## src/rtl/cas_player.sv

```systemverilog
// cas_player: MSX cassette FSK transmitter.
// Takes bytes (with an optional header request) through a one-entry
// holding register and plays them as the 1200/2400 Hz tape waveform the
// BIOS tape routines expect.
// Optional: define CAS_SILENCE_EN to precede long headers with a
// GAP_CYCLES-tick stretch of silence.
module cas_player #(
    parameter int unsigned HALF_2400  = 746,
    parameter int unsigned HALF_1200  = 1492,
    parameter int unsigned LONG_HDR   = 16000,
    parameter int unsigned SHORT_HDR  = 4000,
    parameter int unsigned GAP_CYCLES = 3579545
) (
    input  logic       clk_i,
    input  logic       reset_n_i,
    input  logic       ce_3m58_i,
    input  logic       motor_i,
    input  logic [7:0] data_i,
    input  logic [1:0] hdr_i,
    input  logic       valid_i,
    output logic       ready_o,
    output logic       cas_audio_o,
    output logic       busy_o
);

`ifdef CAS_SILENCE_EN
    typedef enum logic [2:0] {IDLE, GAP, HDR, START, DATA, STOP} state_t;
    localparam logic [21:0] GAP_LAST = 22'(GAP_CYCLES - 1);
`else
    typedef enum logic [2:0] {IDLE, HDR, START, DATA, STOP} state_t;
`endif

    localparam logic [10:0] H_LAST     = 11'(HALF_2400 - 1);
    localparam logic [10:0] F_LAST     = 11'(HALF_1200 - 1);
    localparam logic [13:0] LONG_LAST  = 14'(LONG_HDR - 1);
    localparam logic [13:0] SHORT_LAST = 14'(SHORT_HDR - 1);

    state_t      state;
    state_t      nxt_state;
    state_t      entry_state;

    logic        hold_full;
    logic [7:0]  hold_data;
    logic [1:0]  hold_hdr;

    logic [7:0]  shreg;
    logic        hdr_long;
    logic        fresh;
    logic        level;
    logic [10:0] half_cnt;
    logic [1:0]  hidx;
    logic [2:0]  bidx;
    logic [13:0] hdr_cnt;
`ifdef CAS_SILENCE_EN
    logic [21:0] gap_cnt;
`endif

    logic        tick;
    logic        load;
    logic        take;
    logic        cur_one;
    logic        bit_end;
    logic        hdr_last;
    logic        frame_end;
    logic        seg_end;
    logic        nxt_one;
    logic [2:0]  nxt_bidx;

    assign tick        = ce_3m58_i & motor_i;
    assign load        = valid_i & ~hold_full;
    assign ready_o     = ~hold_full;
    assign busy_o      = (state != IDLE) | hold_full;
    assign cas_audio_o = level & motor_i;

    // First state of a frame, chosen from the header request in the holding register
    always_comb begin
        entry_state = START;
        if (hold_hdr != 2'b00) begin
`ifdef CAS_SILENCE_EN
            entry_state = hold_hdr[1] ? GAP : HDR;
`else
            entry_state = HDR;
`endif
        end
    end

    // Symbol bookkeeping: what the current bit is, whether it ends now, and what follows
    always_comb begin
        cur_one   = 1'b1;
        nxt_state = state;
        nxt_one   = 1'b1;
        nxt_bidx  = '0;
        frame_end = 1'b0;
        hdr_last  = (hdr_cnt == (hdr_long ? LONG_LAST : SHORT_LAST));

        case (state)
            START:   cur_one = 1'b0;
            DATA:    cur_one = shreg[bidx];
            default: cur_one = 1'b1;
        endcase

        // A header cycle and a "0" bit are two halves; a "1" bit is four.
        bit_end = (cur_one && state != HDR) ? (hidx == 2'd3) : (hidx == 2'd1);

        case (state)
            HDR: begin
                if (hdr_last) begin
                    nxt_state = START;
                    nxt_one   = 1'b0;
                end else begin
                    nxt_state = HDR;
                end
            end
            START: begin
                nxt_state = DATA;
                nxt_one   = shreg[0];
            end
            DATA: begin
                if (bidx == 3'd7) begin
                    nxt_state = STOP;
                end else begin
                    nxt_state = DATA;
                    nxt_bidx  = bidx + 3'd1;
                    nxt_one   = shreg[bidx + 3'd1];
                end
            end
            STOP: begin
                if (bidx == 3'd1) begin
                    frame_end = 1'b1;
                    if (hold_full) begin
                        nxt_state = entry_state;
                        nxt_one   = (hold_hdr != 2'b00);
                    end else begin
                        nxt_state = IDLE;
                    end
                end else begin
                    nxt_state = STOP;
                    nxt_bidx  = 3'd1;
                end
            end
            default: ;
        endcase

        seg_end = tick && !fresh && (half_cnt == '0) && bit_end &&
                  (state inside {HDR, START, DATA, STOP});
    end

    assign take = hold_full & ((state == IDLE) | (seg_end & frame_end));

    // Holding register plus serializer; all timing advances only on ce ticks with the motor running
    always_ff @(posedge clk_i or negedge reset_n_i) begin
        if (!reset_n_i) begin
            state     <= IDLE;
            hold_full <= 1'b0;
            hold_data <= '0;
            hold_hdr  <= '0;
            shreg     <= '0;
            hdr_long  <= 1'b0;
            fresh     <= 1'b0;
            level     <= 1'b0;
            half_cnt  <= '0;
            hidx      <= '0;
            bidx      <= '0;
            hdr_cnt   <= '0;
`ifdef CAS_SILENCE_EN
            gap_cnt   <= '0;
`endif
        end else begin
            if (load) begin
                hold_data <= data_i;
                hold_hdr  <= hdr_i;
            end
            hold_full <= load | (hold_full & ~take);

            if (state == IDLE) begin
                // The first tick after this take produces the first high sample.
                if (take) begin
                    state    <= entry_state;
                    shreg    <= hold_data;
                    hdr_long <= hold_hdr[1];
                    fresh    <= 1'b1;
                    hidx     <= '0;
                    bidx     <= '0;
                    hdr_cnt  <= '0;
                    half_cnt <= '0;
                    level    <= 1'b0;
`ifdef CAS_SILENCE_EN
                    gap_cnt  <= '0;
`endif
                end
            end
`ifdef CAS_SILENCE_EN
            else if (tick && state == GAP) begin
                if (gap_cnt == GAP_LAST) begin
                    gap_cnt <= '0;
                    state   <= HDR;
                    fresh   <= 1'b1;
                end else begin
                    gap_cnt <= gap_cnt + 22'd1;
                end
            end
`endif
            else if (tick) begin
                if (fresh) begin
                    fresh    <= 1'b0;
                    level    <= 1'b1;
                    hidx     <= '0;
                    half_cnt <= (state == HDR) ? H_LAST : F_LAST;
                end else if (half_cnt != '0) begin
                    half_cnt <= half_cnt - 11'd1;
                end else if (!bit_end) begin
                    // Even half indices are high, odd ones low.
                    hidx     <= hidx + 2'd1;
                    level    <= hidx[0];
                    half_cnt <= cur_one ? H_LAST : F_LAST;
                end else begin
                    // Bit boundary; a frame end here hands over to the next entry on the same tick.
                    state   <= nxt_state;
                    hidx    <= '0;
                    bidx    <= nxt_bidx;
                    hdr_cnt <= (state == HDR && nxt_state == HDR) ? hdr_cnt + 14'd1 : '0;
                    if (take) begin
                        shreg    <= hold_data;
                        hdr_long <= hold_hdr[1];
                    end
                    if (nxt_state == IDLE) begin
                        level <= 1'b0;
                    end
`ifdef CAS_SILENCE_EN
                    else if (nxt_state == GAP) begin
                        level   <= 1'b0;
                        gap_cnt <= 22'd1;
                    end
`endif
                    else begin
                        level    <= 1'b1;
                        half_cnt <= nxt_one ? H_LAST : F_LAST;
                    end
                end
            end
        end
    end

endmodule

```

## config.mk

```make
export PLATFORM = sky130hd
export DESIGN_NAME = cas_player
export DESIGN_NICKNAME = d
export VERILOG_FILES = /design/src/rtl/cas_player.sv
export SDC_FILE = /design/constraint.sdc
export NUM_CORES = 1
export LEC_CHECK = 0
export ABC_AREA = 1
export CAP_MARGIN = 0
export CORE_AREA = 5 5 120 122
export CTS_BUF_LIST = sky130_fd_sc_hd__clkbuf_4 sky130_fd_sc_hd__clkbuf_8
export DETAILED_ROUTE_END_ITERATION = 12
export DIE_AREA = 0 0 125 127
export PLACE_DENSITY_LB_ADDON = 0.3
export SLEW_MARGIN = 10
export SYNTH_ARGS = -nofsm -noshare
export SYNTH_HDL_FRONTEND = slang
export SYNTH_SLANG_ARGS = --single-unit
```

## constraint.sdc

```tcl
create_clock -name clk_i -period 2.1 [get_ports clk_i]
set_clock_uncertainty 0.05 [all_clocks]
set_input_delay 0.42 -clock clk_i [delete_from_list [all_inputs] [get_ports clk_i]]
set_output_delay 0.42 -clock clk_i [all_outputs]
set_load 0.01 [all_outputs]
```

After elaboration in Yosys (flattened, before gate mapping)
Index checks and enable logic that the tools add are counted.
{"block": "word_totals", "latch_bits": 0, "wordCells": 146, "mem_bits_rw": 0, "output_inout_bits": 3, "mem_bits_ro": 0, "regBits": 55, "memories": 0}
{"block": "op_classes", "n_shift": 0, "n_bitwise": 11, "n_mux": 80, "n_div": 0, "n_lt_le_gt_ge": 2, "mul": 0, "n_eq_ne": 16, "add_sub_neg": 4, "n_reduce_logical": 21}
{"op": "two-way mux 14 bit", "count": 8}
{"op": "two-way mux 11 bit", "count": 10}
{"op": "two-way mux 8 bit", "count": 6}
{"op": "two-way mux 3 bit", "count": 15}
{"op": "two-way mux 1 bit", "count": 26}
{"op": "two-way mux 2 bit", "count": 9}
{"op": "adder 14 x 1 -> 14 bit, second input constant", "count": 1}
{"op": "equality test 14 bit", "count": 1}
{"op": "one-hot mux 3 bit (4 select lines)", "count": 1}
{"op": "zero test 11 bit", "count": 1}
{"op": "nonzero test 11 bit", "count": 1}
{"op": "subtractor 11 x 1 -> 11 bit, second input constant", "count": 1}
{"op": "equality test 3 x 1 -> 1 bit, second input constant", "count": 3}
{"op": "< comparator 3 x 4 -> 1 bit, second input constant", "count": 2}
{"op": "bitwise AND 1 bit", "count": 6}
{"op": "binary-select mux 1 bit (select 3 bit)", "count": 2}
{"op": "equality test 3 x 2 -> 1 bit, second input constant", "count": 2}
{"op": "equality test 3 bit, second input constant", "count": 2}
{"op": "logical AND 1 bit", "count": 6}
{"op": "zero test 3 bit", "count": 2}
{"op": "one-hot mux 3 bit (2 select lines)", "count": 1}
{"op": "AND reduction 3 bit", "count": 2}
{"op": "nonzero test 2 bit", "count": 3}
{"op": "!= test 5 bit, second input constant", "count": 1}
{"op": "18 further kinds", "count": 22}

Longest topological paths before layout
{"block": "logic_depth", "ltp_word": 16, "depth_mapped": 18}

Worst setup path after synthesis
No wires, ideal clock.
{"block": "synth_timing", "path_type": "register -> register", "from": "reg half_cnt[0]", "to": "reg state[1]", "slack_ns": 0.056, "t_arrival_ns": 1.871, "synth_period_minus_slack_ns": 2.044, "t_required_ns": 1.927, "setup_time_ns": 0.123, "path_stages_with_launch": 16, "n_path_buf": 2, "path_cell_list": "dfrtp_1 > inv_1 > ha_1 > nand2_1 > nor2_2 > nand4_2 > nor2_2 > inv_2 > nor2_4 > nand2_2 > nand2_2 > nand2_2 > buf_6 > buf_6 > nand2_2 > o21ai_2"}
{"block": "synth_between", "elab_chain_len": 9, "word_cells_on_any_way": 11, "classes_between": "eq/ne (2); bitwise (3); reduce/logical (6)"}
{"item": "start: declaration", "line_no": "50", "text": "logic [10:0] half_cnt;"}
{"item": "start signal: assignment", "line_no": "208", "text": "half_cnt <= (state == HDR) ? H_LAST : F_LAST;"}
{"item": "start signal: assignment", "line_no": "210", "text": "half_cnt <= half_cnt - 11'd1;"}
{"item": "start signal: assignment", "line_no": "215", "text": "half_cnt <= cur_one ? H_LAST : F_LAST;"}
{"item": "zero test 11 bit", "line_no": "144", "text": "seg_end = tick && !fresh && (half_cnt == '0) && bit_end &&"}
{"item": "logical AND 1 bit (3 in a row)", "line_no": "144"}
{"item": "bitwise AND 1 bit", "line_no": "148", "text": "assign take = hold_full & ((state == IDLE) | (seg_end & frame_end));"}
{"item": "bitwise OR 1 bit", "line_no": "148"}
{"item": "bitwise AND 1 bit", "line_no": "148"}
{"item": "!= test 2 bit (no source line)"}
{"item": "AND reduction 5 bit (no source line) *"}
{"item": "end signal: assignment", "line_no": "178", "text": "state <= entry_state;"}
{"item": "end signal: assignment", "line_no": "218", "text": "state <= nxt_state;"}
{"item": "end: declaration", "line_no": "38", "text": "state_t state;"}
Mark *: on every way between the ends. The rest lies on a longest branch, timed or not.
A chain may end at the register's enable or synchronous reset.

Worst setup path after layout
{"block": "layout_timing", "from": "reg bidx[0]", "to": "reg hdr_cnt[0]"}
{"block": "layout_between", "elab_chain_len": 12, "word_cells_on_any_way": 28, "classes_between": "eq/ne (4); mux (15); bitwise (3); reduce/logical (6)"}
{"item": "start: declaration", "line_no": "52", "text": "logic [2:0] bidx;"}
{"item": "start signal: assignment", "line_no": "220", "text": "bidx <= nxt_bidx;"}
{"item": "binary-select mux 1 bit (select 3 bit)", "line_no": "98", "text": "DATA: cur_one = shreg[bidx];"}
{"item": "two-way mux 1 bit (implied by the code)", "line_no": "98"}
{"item": "one-hot mux 1 bit (2 select lines)", "line_no": "96", "text": "case (state)"}
{"item": "logical AND 1 bit", "line_no": "103", "text": "bit_end = (cur_one && state != HDR) ? (hidx == 2'd3) : (hidx == 2'd1);"}
{"item": "two-way mux 1 bit", "line_no": "103"}
{"item": "logical AND 1 bit (2 in a row)", "line_no": "144"}
{"item": "bitwise AND 1 bit", "line_no": "148"}
{"item": "bitwise OR 1 bit", "line_no": "148"}
{"item": "bitwise AND 1 bit", "line_no": "148"}
{"item": "!= test 2 bit (no source line)"}
{"item": "AND reduction 5 bit (no source line)"}
{"item": "end signal: assignment", "line_no": "221", "text": "hdr_cnt <= (state == HDR && nxt_state == HDR) ? hdr_cnt + 14'd1 : '0;"}
{"item": "end: declaration", "line_no": "53", "text": "logic [13:0] hdr_cnt;"}
Parallel ways exist; a longest one is shown, timed or not. The select of a mux whose other input is x is not followed.

==> impl_metrics.json <==
{
  "path_depth": 17,
  "die-width_um": 125,
  "reg2reg_from": "bidx[0]$_DFFE_PN0P_",
  "cp_max_fo": 7,
  "max_freq_mhz": 458,
  "wl_per_cell_um": 11.8,
  "critPathSlowestCell": "dfrtp_2",
  "n_fill_cell": 1384,
  "fin_cells": 728,
  "violations": "setup timing",
  "avgSynthCellArea_um2": 7.27,
  "synth_ff_type": "dfrtp_1",
  "synth.most_common_cell": "nand2_1",
  "remaining_drc_errors": 0,
  "gp_congestion": 0.842,
  "finalMaxSlewViolations": 0,
  "finalSetupViolCount": 20,
  "clk_pin_slew_ns": 0.10,
  "grtUsageTotal_pct": 10.4,
  "timing.rr.end": "hdr_cnt[0]$_DFFE_PN0P_",
  "hp-class": "in -> async",
  "hpwl_um": 6020,
  "synthTopCellsByArea": "dfrtp_1, nand2_1, inv_1",
  "crit_end": "hdr_cnt[0]$_DFFE_PN0P_",
  "synth_fp_nets": 502,
  "die_h_um": 127,
  "ys_seq_area_share_pct": 39.3,
  "pwr_density_cell_nw_per_um2": 691,
  "ff2ff_setup_slack_ns": -0.08,
  "hold_viol": 0,
  "grt_pass1_wl_um": 14000,
  "async_flop_share_pct": 100,
  "crit_required_ns": 2.27,
  "crit_start": "bidx[0]$_DFFE_PN0P_",
  "cts_buffers": 5,
  "synth_common_cells": "nand2_1, inv_1, dfrtp_1, nor2_1, nand3_1",
  "fin_crit_ns": 2.18,
  "clk_latency_ns": 0.31,
  "via_count": 3224,
  "firstDrtPassIters": 4,
  "worstSetupPathType": "reg -> reg",
  "synth.top_cell.area_share_pct": 39.3,
  "gr-total-overflow": 0,
  "ant_nets": 0,
  "initialDrtViolationCount": 166,
  "ys_types": 41,
  "grt_max_degree": 56,
  "leakage_nw": 2.12,
  "maxCapViolCount": 0,
  "synthCells": 482,
  "area_growth_pct": 32.0,
  "cts_tree": "yes",
  "io_pins": 18,
  "ys_ff_latch": 55,
  "worstPathCellList": "buf_6 -> buf_6 -> nand2_2 -> nand3_2 -> nand3_2 -> nand3_2 -> nand2_4 -> nand2_4 -> nand2_4 -> nand3_4 -> nor2_4 -> nand2_2 -> nand2_2 -> nand2_4 -> clkbuf_16 -> nand2_2 -> o21ai_2",
  "period_share_pct": 104,
  "relSlewSlack_pct": 76.9,
  "cp.arrival_ns": 2.35,
  "cts_hold_buffers": 0,
  "cts_buffer_depth": 2,
  "grt_pass1_vias": 3038,
  "root_buffer": "clkbuf_8",
  "reg2reg_depth": 17,
  "synth_area_um2": 3500,
  "crit_buf_inv": 3,
  "cts_sinks": 55,
  "num_antenna_cells": 0,
  "routed_wl_um": 8620,
  "fp.dieArea_um2": 15900,
  "rows": 42,
  "yosysWarnings": 0,
  "synth_edf_count": 0,
  "status": "complete, but fails checks",
  "io_buffer_count": 17,
  "placedCellCount": 701,
  "grt_setup_unrepaired": "yes",
  "cts.htree.levels": 2,
  "vdd_drop_max_mv": 0.285,
  "worst_setup_path_end_kind": "register",
  "fin_ws_ns": -0.0837,
  "finalNetCount": 571,
  "core_um2": 13100,
  "antenna_found_initial": 0,
  "critical_path.top_delay_family": "simple AND/OR/NAND/NOR gates",
  "cp-start-kind": "register",
  "drive_gt1_share_pct": 28.8,
  "dp_worst_setup_slack_ns": -0.162,
  "yosys.area.top_type": "dfrtp_1",
  "slowest_delay_ns": 0.44,
  "tightest_slew_ns": 0.341,
  "start_util_pct": 26.8,
  "vias_per_cell": 4.43
}
==> through the flow <==
step                hold slack (ns)  total power [mW]  TNS [ns]  cell area (um2)  util, %
floorplan                    0.0744              2.16         0             3500        -
global placement              0.394              2.45    -0.695             4150     31.7
detailed placement            0.405              2.47     -1.01             4150     31.7
CTS                          0.0481              3.12     -1.79             4280     32.7
global route                 0.0440              3.48     -6.48             4630     35.4
finish                       0.0442              3.19     -1.19             4630     35.4
==> logic make-up after synthesis <==
group / count (synthesis) / share of synthesized area [%]
AO/OA/AOI/OAI: 62 / 10.9
XOR/XNOR: 11 / 2.75
adder cells (fa/ha/maj): 5 / 1.79
buffers and inverters: 74 / 9.11
flip-flops: 55 / 39.3
multiplexers: 1 / 0.321
AND/OR/NAND/NOR: 274 / 35.8
==> final cells by class <==
class                   count  area, um2  share of cell area [%]
multi-input cells         353       1980                    42.8
clock buffers               6       76.3                    1.65
clock inverters             2       12.5                   0.270
well taps                 176        220                    4.76
repair buffers             74        726                    15.7
flip-flops and latches     55       1380                    29.8
inverters                  62        233                    5.03
==> routing by layer <==
| layer | wire length, um | vias up | share of wire [%] | GRT usage, % |
|---|---|---|---|---|
| li1 | - | 1671 | - | - |
| met1 | 4170 | 1501 | 48 | 14.1 |
| met2 | 4150 | 48 | 48 | 17.2 |
| met3 | 213 | 4 | 2.5 | 1.63 |
| met4 | 88 | 0 | 1.0 | 3.06 |
| met5 | 0 | - | 0 | 0 |
==> cells in the final DEF (no fill, tap or decap), drive strengths merged <==
master         count
xnor2              4
or2                6
clkdlybuf4s50     15
ha                 5
clkbuf             9
clkinv             1
nand4              8
o221ai             1
inv               62
dfrtp             55
a21oi             12
nand3b             1
mux2               1
o22ai              1
buf               55
clkinvlp           1
xor2               7
dlygate4sd2        1
o21ai             42
nor3b              1
nor2              59
o31ai              1
a32oi              1
nand2            153
nand3             36
o2111ai            1
nor3               8
nor4               2
o211ai             2
o311ai             1
==> sequential cells by signal, indices dropped and copies added (netlist names) <==
register,count
hdr_cnt,14
half_cnt,11
hold_data,8
shreg,8
bidx,3
state,3
hidx,2
hold_hdr,2
fresh,1
hdr_long,1
hold_full,1
level,1
==> worst min path at each step <==
stage	slack, ns	end	depth (start not counted)	from
2_1_floorplan	0.07	bidx[0]$_DFFE_PN0P_	0	reset_n_i
3_3_place_gp	0.39	hold_data[5]$_DFFE_PN0P_	2	reset_n_i
3_5_place_dp	0.40	hold_data[5]$_DFFE_PN0P_	2	reset_n_i
4_1_cts	0.05	hold_data[5]$_DFFE_PN0P_	2	reset_n_i
5_1_grt	0.04	hold_data[6]$_DFFE_PN0P_	2	reset_n_i
6_report	0.04	shreg[5]$_DFFE_PN0P_	2	reset_n_i
==> report_power, final <==
part,switching [mW],total (mW),leakage [nW],internal (mW)
combinational,0.641,1.16,1.37,0.515
sequential,0.183,1.43,0.705,1.25
clock,0.358,0.605,0.0446,0.247
total,1.18,3.19,2.12,2.01
==> repair_timing <==
action / in CTS / in global routing
resized for setup: 7 / 50
setup buffers: 3 / 12
pin swaps: 0 / 28
cloned: 0 / 4
endpoints found under the setup margin: 28 / 44
Note: power is estimated with default switching activity, not from simulation.
